--- src/rtl/md5_update.sv ---
// Iterative MD5 compression: one 512-bit block per run, one round per clock.
// Define MD5_FEEDFORWARD_EN to return the new chaining value (A..D added back) instead of the raw result.
module md5_update (
    input  logic         clk,
    input  logic         rst,
    input  logic [511:0] str,
    input  logic         en,
    input  logic [8:0]   input_len,
    input  logic [31:0]  A,
    input  logic [31:0]  B,
    input  logic [31:0]  C,
    input  logic [31:0]  D,
    output logic         complete,
    output logic [31:0]  a,
    output logic [31:0]  b,
    output logic [31:0]  c,
    output logic [31:0]  d
);

    typedef enum logic [1:0] {IDLE, RUN, DONE_WAIT} state_t;

    state_t        state_reg, state_next;
    logic          armed_reg;
    logic [5:0]    round_reg;
    logic [511:0]  blk_reg;
    logic [8:0]    len_reg;
    logic [31:0]   wa_reg, wb_reg, wc_reg, wd_reg;
    logic [31:0]   a_reg, b_reg, c_reg, d_reg;
    logic          complete_reg;
    logic          accept, finish, rearm;
    logic [31:0]   m_word [16];
    logic [31:0]   f_val, k_val, t_val, rot_val, new_b;
    logic [3:0]    g_idx;
    logic [4:0]    s_amt;
    logic [31:0]   res_a, res_b, res_c, res_d;
    logic          unused_len;

`ifdef MD5_FEEDFORWARD_EN
    logic [31:0]   iva_reg, ivb_reg, ivc_reg, ivd_reg;
`endif

    // Byte count is carried along for the front-end but never affects the hash.
    assign unused_len = ^len_reg;

    genvar gi;
    generate
        for (gi = 0; gi < 16; gi++) begin : g_words
            assign m_word[gi] = blk_reg[32*gi +: 32];
        end
    endgenerate

    function automatic logic [31:0] k_const(input logic [5:0] i);
        logic [31:0] k;
        k = 32'h0;
        case (i)
            6'd0:  k = 32'hd76aa478; 6'd1:  k = 32'he8c7b756; 6'd2:  k = 32'h242070db; 6'd3:  k = 32'hc1bdceee;
            6'd4:  k = 32'hf57c0faf; 6'd5:  k = 32'h4787c62a; 6'd6:  k = 32'ha8304613; 6'd7:  k = 32'hfd469501;
            6'd8:  k = 32'h698098d8; 6'd9:  k = 32'h8b44f7af; 6'd10: k = 32'hffff5bb1; 6'd11: k = 32'h895cd7be;
            6'd12: k = 32'h6b901122; 6'd13: k = 32'hfd987193; 6'd14: k = 32'ha679438e; 6'd15: k = 32'h49b40821;
            6'd16: k = 32'hf61e2562; 6'd17: k = 32'hc040b340; 6'd18: k = 32'h265e5a51; 6'd19: k = 32'he9b6c7aa;
            6'd20: k = 32'hd62f105d; 6'd21: k = 32'h02441453; 6'd22: k = 32'hd8a1e681; 6'd23: k = 32'he7d3fbc8;
            6'd24: k = 32'h21e1cde6; 6'd25: k = 32'hc33707d6; 6'd26: k = 32'hf4d50d87; 6'd27: k = 32'h455a14ed;
            6'd28: k = 32'ha9e3e905; 6'd29: k = 32'hfcefa3f8; 6'd30: k = 32'h676f02d9; 6'd31: k = 32'h8d2a4c8a;
            6'd32: k = 32'hfffa3942; 6'd33: k = 32'h8771f681; 6'd34: k = 32'h6d9d6122; 6'd35: k = 32'hfde5380c;
            6'd36: k = 32'ha4beea44; 6'd37: k = 32'h4bdecfa9; 6'd38: k = 32'hf6bb4b60; 6'd39: k = 32'hbebfbc70;
            6'd40: k = 32'h289b7ec6; 6'd41: k = 32'heaa127fa; 6'd42: k = 32'hd4ef3085; 6'd43: k = 32'h04881d05;
            6'd44: k = 32'hd9d4d039; 6'd45: k = 32'he6db99e5; 6'd46: k = 32'h1fa27cf8; 6'd47: k = 32'hc4ac5665;
            6'd48: k = 32'hf4292244; 6'd49: k = 32'h432aff97; 6'd50: k = 32'hab9423a7; 6'd51: k = 32'hfc93a039;
            6'd52: k = 32'h655b59c3; 6'd53: k = 32'h8f0ccc92; 6'd54: k = 32'hffeff47d; 6'd55: k = 32'h85845dd1;
            6'd56: k = 32'h6fa87e4f; 6'd57: k = 32'hfe2ce6e0; 6'd58: k = 32'ha3014314; 6'd59: k = 32'h4e0811a1;
            6'd60: k = 32'hf7537e82; 6'd61: k = 32'hbd3af235; 6'd62: k = 32'h2ad7d2bb; 6'd63: k = 32'heb86d391;
            default: k = 32'h0;
        endcase
        return k;
    endfunction

    always_comb begin
        f_val = 32'h0;
        g_idx = 4'h0;
        case (round_reg[5:4])
            2'd0: begin f_val = (wb_reg & wc_reg) | (~wb_reg & wd_reg); g_idx = round_reg[3:0]; end
            2'd1: begin f_val = (wd_reg & wb_reg) | (~wd_reg & wc_reg); g_idx = round_reg[3:0] * 4'd5 + 4'd1; end
            2'd2: begin f_val = wb_reg ^ wc_reg ^ wd_reg;               g_idx = round_reg[3:0] * 4'd3 + 4'd5; end
            default: begin f_val = wc_reg ^ (wb_reg | ~wd_reg);         g_idx = round_reg[3:0] * 4'd7; end
        endcase
    end

    always_comb begin
        s_amt = 5'd0;
        case ({round_reg[5:4], round_reg[1:0]})
            4'h0: s_amt = 5'd7;  4'h1: s_amt = 5'd12; 4'h2: s_amt = 5'd17; 4'h3: s_amt = 5'd22;
            4'h4: s_amt = 5'd5;  4'h5: s_amt = 5'd9;  4'h6: s_amt = 5'd14; 4'h7: s_amt = 5'd20;
            4'h8: s_amt = 5'd4;  4'h9: s_amt = 5'd11; 4'ha: s_amt = 5'd16; 4'hb: s_amt = 5'd23;
            4'hc: s_amt = 5'd6;  4'hd: s_amt = 5'd10; 4'he: s_amt = 5'd15; default: s_amt = 5'd21;
        endcase
    end

    assign k_val   = k_const(round_reg);
    assign t_val   = wa_reg + f_val + k_val + m_word[g_idx];
    assign rot_val = (t_val << s_amt) | (t_val >> (6'd32 - {1'b0, s_amt}));
    assign new_b   = wb_reg + rot_val;

    // Result is taken from the post-round-63 register values, so it is ready on the same edge.
    always_comb begin
`ifdef MD5_FEEDFORWARD_EN
        res_a = iva_reg + wd_reg;
        res_b = ivb_reg + new_b;
        res_c = ivc_reg + wb_reg;
        res_d = ivd_reg + wc_reg;
`else
        res_a = wd_reg;
        res_b = new_b;
        res_c = wb_reg;
        res_d = wc_reg;
`endif
    end

    always_comb begin
        state_next = state_reg;
        accept     = 1'b0;
        finish     = 1'b0;
        rearm      = 1'b0;
        case (state_reg)
            IDLE:      if (en && armed_reg) begin accept = 1'b1; state_next = RUN; end
            RUN:       if (round_reg == 6'd63) begin finish = 1'b1; state_next = DONE_WAIT; end
            DONE_WAIT: if (!en) begin rearm = 1'b1; state_next = IDLE; end
            default:   state_next = IDLE;
        endcase
    end

    always_ff @(posedge clk or posedge rst) begin
        if (rst) begin
            state_reg    <= IDLE;
            armed_reg    <= 1'b1;
            round_reg    <= 6'd0;
            blk_reg      <= '0;
            len_reg      <= '0;
            wa_reg       <= '0;
            wb_reg       <= '0;
            wc_reg       <= '0;
            wd_reg       <= '0;
            a_reg        <= '0;
            b_reg        <= '0;
            c_reg        <= '0;
            d_reg        <= '0;
            complete_reg <= 1'b0;
`ifdef MD5_FEEDFORWARD_EN
            iva_reg      <= '0;
            ivb_reg      <= '0;
            ivc_reg      <= '0;
            ivd_reg      <= '0;
`endif
        end else begin
            state_reg <= state_next;
            if (accept) begin
                blk_reg   <= str;
                len_reg   <= input_len;
                wa_reg    <= A;
                wb_reg    <= B;
                wc_reg    <= C;
                wd_reg    <= D;
                round_reg <= 6'd0;
`ifdef MD5_FEEDFORWARD_EN
                iva_reg   <= A;
                ivb_reg   <= B;
                ivc_reg   <= C;
                ivd_reg   <= D;
`endif
            end
            if (state_reg == RUN) begin
                wa_reg <= wd_reg;
                wd_reg <= wc_reg;
                wc_reg <= wb_reg;
                wb_reg <= new_b;
                if (!finish) round_reg <= round_reg + 6'd1;
            end
            if (finish) begin
                complete_reg <= ~complete_reg;
                armed_reg    <= 1'b0;
                a_reg        <= res_a;
                b_reg        <= res_b;
                c_reg        <= res_c;
                d_reg        <= res_d;
            end
            if (rearm) armed_reg <= 1'b1;
        end
    end

    assign complete = complete_reg;
    assign a = a_reg;
    assign b = b_reg;
    assign c = c_reg;
    assign d = d_reg;

endmodule

--- config.mk ---
export PLATFORM = sky130hd
export DESIGN_NAME = md5_update
export DESIGN_NICKNAME = d
export VERILOG_FILES = /design/src/rtl/md5_update.sv
export SDC_FILE = /design/constraint.sdc
export NUM_CORES = 2
export LEC_CHECK = 0
export CAP_MARGIN = 20
export CORE_MARGIN = 5
export CORE_UTILIZATION = 45
export CTS_CLUSTER_DIAMETER = 150
export DETAILED_ROUTE_END_ITERATION = 12
export PLACE_DENSITY = 0.69
export SYNTH_ARGS = -nofsm -noshare
export SYNTH_HDL_FRONTEND = slang
export SYNTH_SLANG_ARGS = --single-unit
--- constraint.sdc ---
create_clock -name clk -period 65.8 [get_ports clk]
set_clock_uncertainty 0.1 [all_clocks]
set_input_delay 19.74 -clock clk [delete_from_list [all_inputs] [get_ports clk]]
set_output_delay 19.74 -clock clk [all_outputs]
set_load 0.05 [all_outputs]
# --- After elaboration in Yosys (flattened, before gate mapping) ---
# Memory sizes are Yosys's and may differ from the RTL's.
# Index checks and enable logic that the tools add are counted.
classes:
  reduce_logical: 6
  mul: 3
  eq_ne: 8
  mux: 28
  add_sub_neg: 8
  magnitude_cmp: 1
  n_shift: 2
  bitwise_logic: 15
op_table:
  columns: ["operator", "n"]
  rows:
  - ["$mux 32", 10]
  - ["$add 32x32->32", 4]
  - ["$and 32x32->32", 4]
  - ["$bmux 32 s4", 1]
  - ["$or 32x32->32", 4]
  - ["$pmux 32 s3", 1]
  - ["$xor 32x32->32", 3]
  - ["$not 32->32", 2]
  - ["$shl 32x5->32", 1]
  - ["$shr 32x6->32", 1]
  - ["$mux 6", 3]
  - ["$pmux 4 s3", 1]
  - ["$mul 4x3->4 const B", 2]
  - ["$mux 1", 8]
  - ["$add 6x1->6 const B", 1]
  - ["$eq 6x6->1 const B", 1]
  - ["$mux 2", 3]
  - ["$ne 2x2->1 const B", 3]
  - ["$pmux 2 s3", 1]
  - ["$sub 6x5->6 const A", 1]
  - ["$ge 5x5->1 const B", 1]
  - ["$not 4->5", 1]
  - ["$add 4x1->4 const B", 1]
  - ["$add 4x3->4 const B", 1]
  - ["other kinds (8)", 12]
totals:
  mem_count: 2
  romBits: 2128
  ff_bits: 778
  out_inout_bits: 129
memory_table:
  columns: ["memory", "depth", "word_bits", "read_ports", "rd_clocked_by_memory_dff", "wr", "line_no", "text"]
  rows:
  - ["(name not given)", 64, 32, 1, 0, 0, "55", "case (i)"]
  - ["(name not given)", 16, 5, 1, 0, 0, "90", "case ({round_reg[5:4], round_reg[1:0]})"]

# --- Logic depth before layout (Yosys ltp) ---
logic_depth:
  ltp_word: 12
  depth_mapped: 44
  ltp_nobuf: 41

# --- Worst setup path before layout ---
# No wires, ideal clock.
synth_timing:
  path_kind: "input port to flip-flop"
  start: "input en"
  end: "register blk_reg[10]"
  path_slack_ns: 44.693
  n_path_buf: 4
  arrival_time_ns: 20.942
  stages: 7
  required_ns: 65.635
  path_cell_list: "and3_1 > clkbuf_1 > clkbuf_1 > buf_1 > buf_1 > nand2_1 > nand2_1"
synth_via:
  elab_chain_cells: 3
synth_rtl:
  columns: ["item", "line_no", "text"]
  rows:
  - ["start, declared", "7", "input logic en,"]
  - ["$logic_and 1x1->1", "124", "IDLE: if (en && armed_reg) begin accept = 1'b1; state_next = RUN; end"]
  - ["$mux 1", "124", null]
  - ["$mux 1", "123", "case (state_reg)"]
  - ["end signal, assigned", "156", "blk_reg <= str;"]
  - ["end, declared", "25", "logic [511:0] blk_reg;"]
# Every way passes these cells.
# A chain may end at the register's enable or synchronous reset.

# --- Final worst setup path ---
layout_timing:
  start: "input en"
  end: "register blk_reg[335]"
# Same word-level chain as after synthesis.

==> reports/metrics.yaml <==
r2r_cells: 40
slew_violations: 0
post_cts_resized: 0
nets: 7079
cts-root-buf: "clkbuf_16"
r2r-end: "b[30]"
clk_pin_slew_ps: 50
hp-start: "blk_reg[490]"
max_slew_margin_pct: 21.75
cts_tree: "yes"
crit_path_max_incr_delay_ps: 900
io_pins: 781
cts_buffers: 88
synthXorXnorAreaFrac_pct: 2.130
syn2layout_area_growth_pct: 24.74
top_layer: "met5"
synth_top_family_by_area: "simple AND/OR/NAND/NOR gates"
grt_pass1_wl_um: 277800
seq_area_frac_synth_pct: 41.17
std_cell_rows: 119
routedLengthMet1_um: 74700
synth-simple-area-share_pct: 24.33
crit_path_start_kind: "primary input"
clock-sinks: 778
drtAntennaViolNets: 0
synth_fa_ha_area_share_pct: 5.212
grt_max_degree: 228
final_common_cell: "nand2_1"
hold_viol_final: 0
synth_ff_type: "dfrtp_1"
arrival_ps: 24040
final.setup.tns_ps: 0
syn-num-nets: 6579
drt_first_iter_violations: 4821
worstPathMaxFanout: 92
holdPathEnd: "blk_reg[490]"
final_cell_mix: "2397 x nand2_1, 773 x dfrtp_1, 771 x clkdlybuf4s50_1"
ys_seq_elements: 778
synth_compound_area_share_pct: 12.49
grt_pass1_vias: 42710
clk_latency_ps: 680
setup_viol: 0
post-place-ws_ps: 41640
postCtsSetupRepairBufs: 0
ys_types: 90
antenna_found_initial: 67
cts_hold_buf: 0
cp_top_family: "buffers and inverters"
initial_core_util_pct: 45.12
vias_per_cell: 5.706
syn-instance-count: 5769
holdPathStages: 2
cpMaxStageDelayCell: "buf_4"
grt_overflow: 0
instances_no_fill: 7794
largest_reg_flops: 512
routedWlPerCell_um: 24.44
finalCritPeriodShare_pct: 35.79
rsz0062_at_grt: "false"
r2r_start: "round_reg[0]"
clockBufferDepth: 3
h-tree-depth: 3
synth_area_um2: 47290
critPathBufInv: 4
holdCritPathClass: "reg2reg"
ff2ff_setup_slack_ps: 52810
numPortBuffers: 771
layout_setup_ws_ps: 42250
crit_path_frequent_cell: "buf_4"
cp.required_ps: 66290
dr_wl_met3_um: 13760
grtUsageTotal_pct: 32.92
die-area_um2: 111700
max_cap_violations: 0
drcViolationCount: 0
max_freq_mhz: 42.46
hpwl_um: 141600
yosys_warnings: 0
vias: 44470
layout-drive-gt1-share_pct: 6.875
dp_cells: 7568
first_pass_iters: 7
gp_congestion: 0.9944
worstPathCellList: "clkdlybuf4s50_1 > and3_4 > buf_4 > buf_4 > buf_4 > nand2_1 > nand2_1"
synthMuxAreaShare_pct: 9.924
die_w_um: 334.2
synth-edff-count: 0
async_flop_share_pct: 100.0
max_slew.worst_pin.slew_ps: 1174
fin_util_pct: 56.28
worstSetupEndpointType: "flip-flop"
crit_type: "in2reg"
synth_area_per_cell_um2: 8.198
status: "finished, final reports clean"
met2WireLength_um: 90530
fin_crit_ps: 23550
die_h_um: 334.2
core_um2: 104800
drt_wl_total_um: 190500
-- logic make-up (layout without fill, tap and decap cells) --
| group | count (synthesis) | count (layout) |
|---|---|---|
| muxes | 285 | 285 |
| other | 0 | 61 |
| xor gates and xnor gates | 110 | 110 |
| and+or+nand+nor | 2906 | 2906 |
| buffers and inverters | 592 | 1165 |
| adders and majority gates | 158 | 158 |
| DFF | 778 | 778 |
| AOI/OAI and AO/OA | 940 | 940 |
-- layout make-up --
class	instances	area (um^2)
multi-input cells	4399	25690
flip-flops and latches	778	19480
diodes	61	152.6
clock inverters	26	310.3
clock buffers	137	2658
fillers	9633	45820
inverters	158	600.6
well taps	1391	1740
repair buffers	844	8366
-- worst max path at each step --
stage / from / endpoint / cells past startpoint
global route: en / blk_reg[335] / 7
floorplan: rst / a[0] / 1
global placement: en / blk_reg[335] / 7
CTS: en / blk_reg[335] / 7
detailed placement: en / blk_reg[335] / 7
finish: en / blk_reg[335] / 7
-- through the flow --
step	hold WS, ps	instance area [um^2]
floorplan	338.5	47290
detailed placement	357.2	55840
CTS	371.0	58800
global route	385.1	58980
finish	367.4	59000
global placement	353.6	55840
-- layer usage --
| metal | vias up | global-route usage [%] |
|---|---|---|
| li1 | 20350 | - |
| met1 | 21810 | 42.40 |
| met2 | 1888 | 52.99 |
| met3 | 408 | 5.945 |
| met4 | 16 | 18.06 |
| met5 | - | 0 |
-- tightest hold or removal path, cell delays in order (launching register included) --
cell,delay (ps)
dfrtp_1,330
nand2_1,50
nand2_1,50
-- synth_stat cells, types with 30 or more instances --
cell type | instances | share of area, %
nor3b_1 | 34 | 0.54
nand3_1 | 63 | 0.67
buf_1 | 61 | 0.48
nand2_1 | 2397 | 19
a21oi_1 | 293 | 3.1
nor3_1 | 115 | 1.2
a21o_1 | 41 | 0.65
nor2_1 | 209 | 1.7
a22oi_1 | 125 | 2.0
inv_1 | 153 | 1.2
mux4_2 | 143 | 6.8
xor2_1 | 59 | 1.1
clkbuf_1 | 359 | 2.8
o21ai_0 | 191 | 2.0
mux2_2 | 40 | 0.95
a31oi_1 | 60 | 0.79
mux2i_1 | 101 | 2.1
dfrtp_1 | 777 | 41
a211oi_1 | 30 | 0.48
xnor2_1 | 47 | 0.87
fa_1 | 65 | 2.8
ha_1 | 93 | 2.5
Power is not shown: default switching activity piles up to over one toggle a cycle in this logic, so the estimate is an artifact.
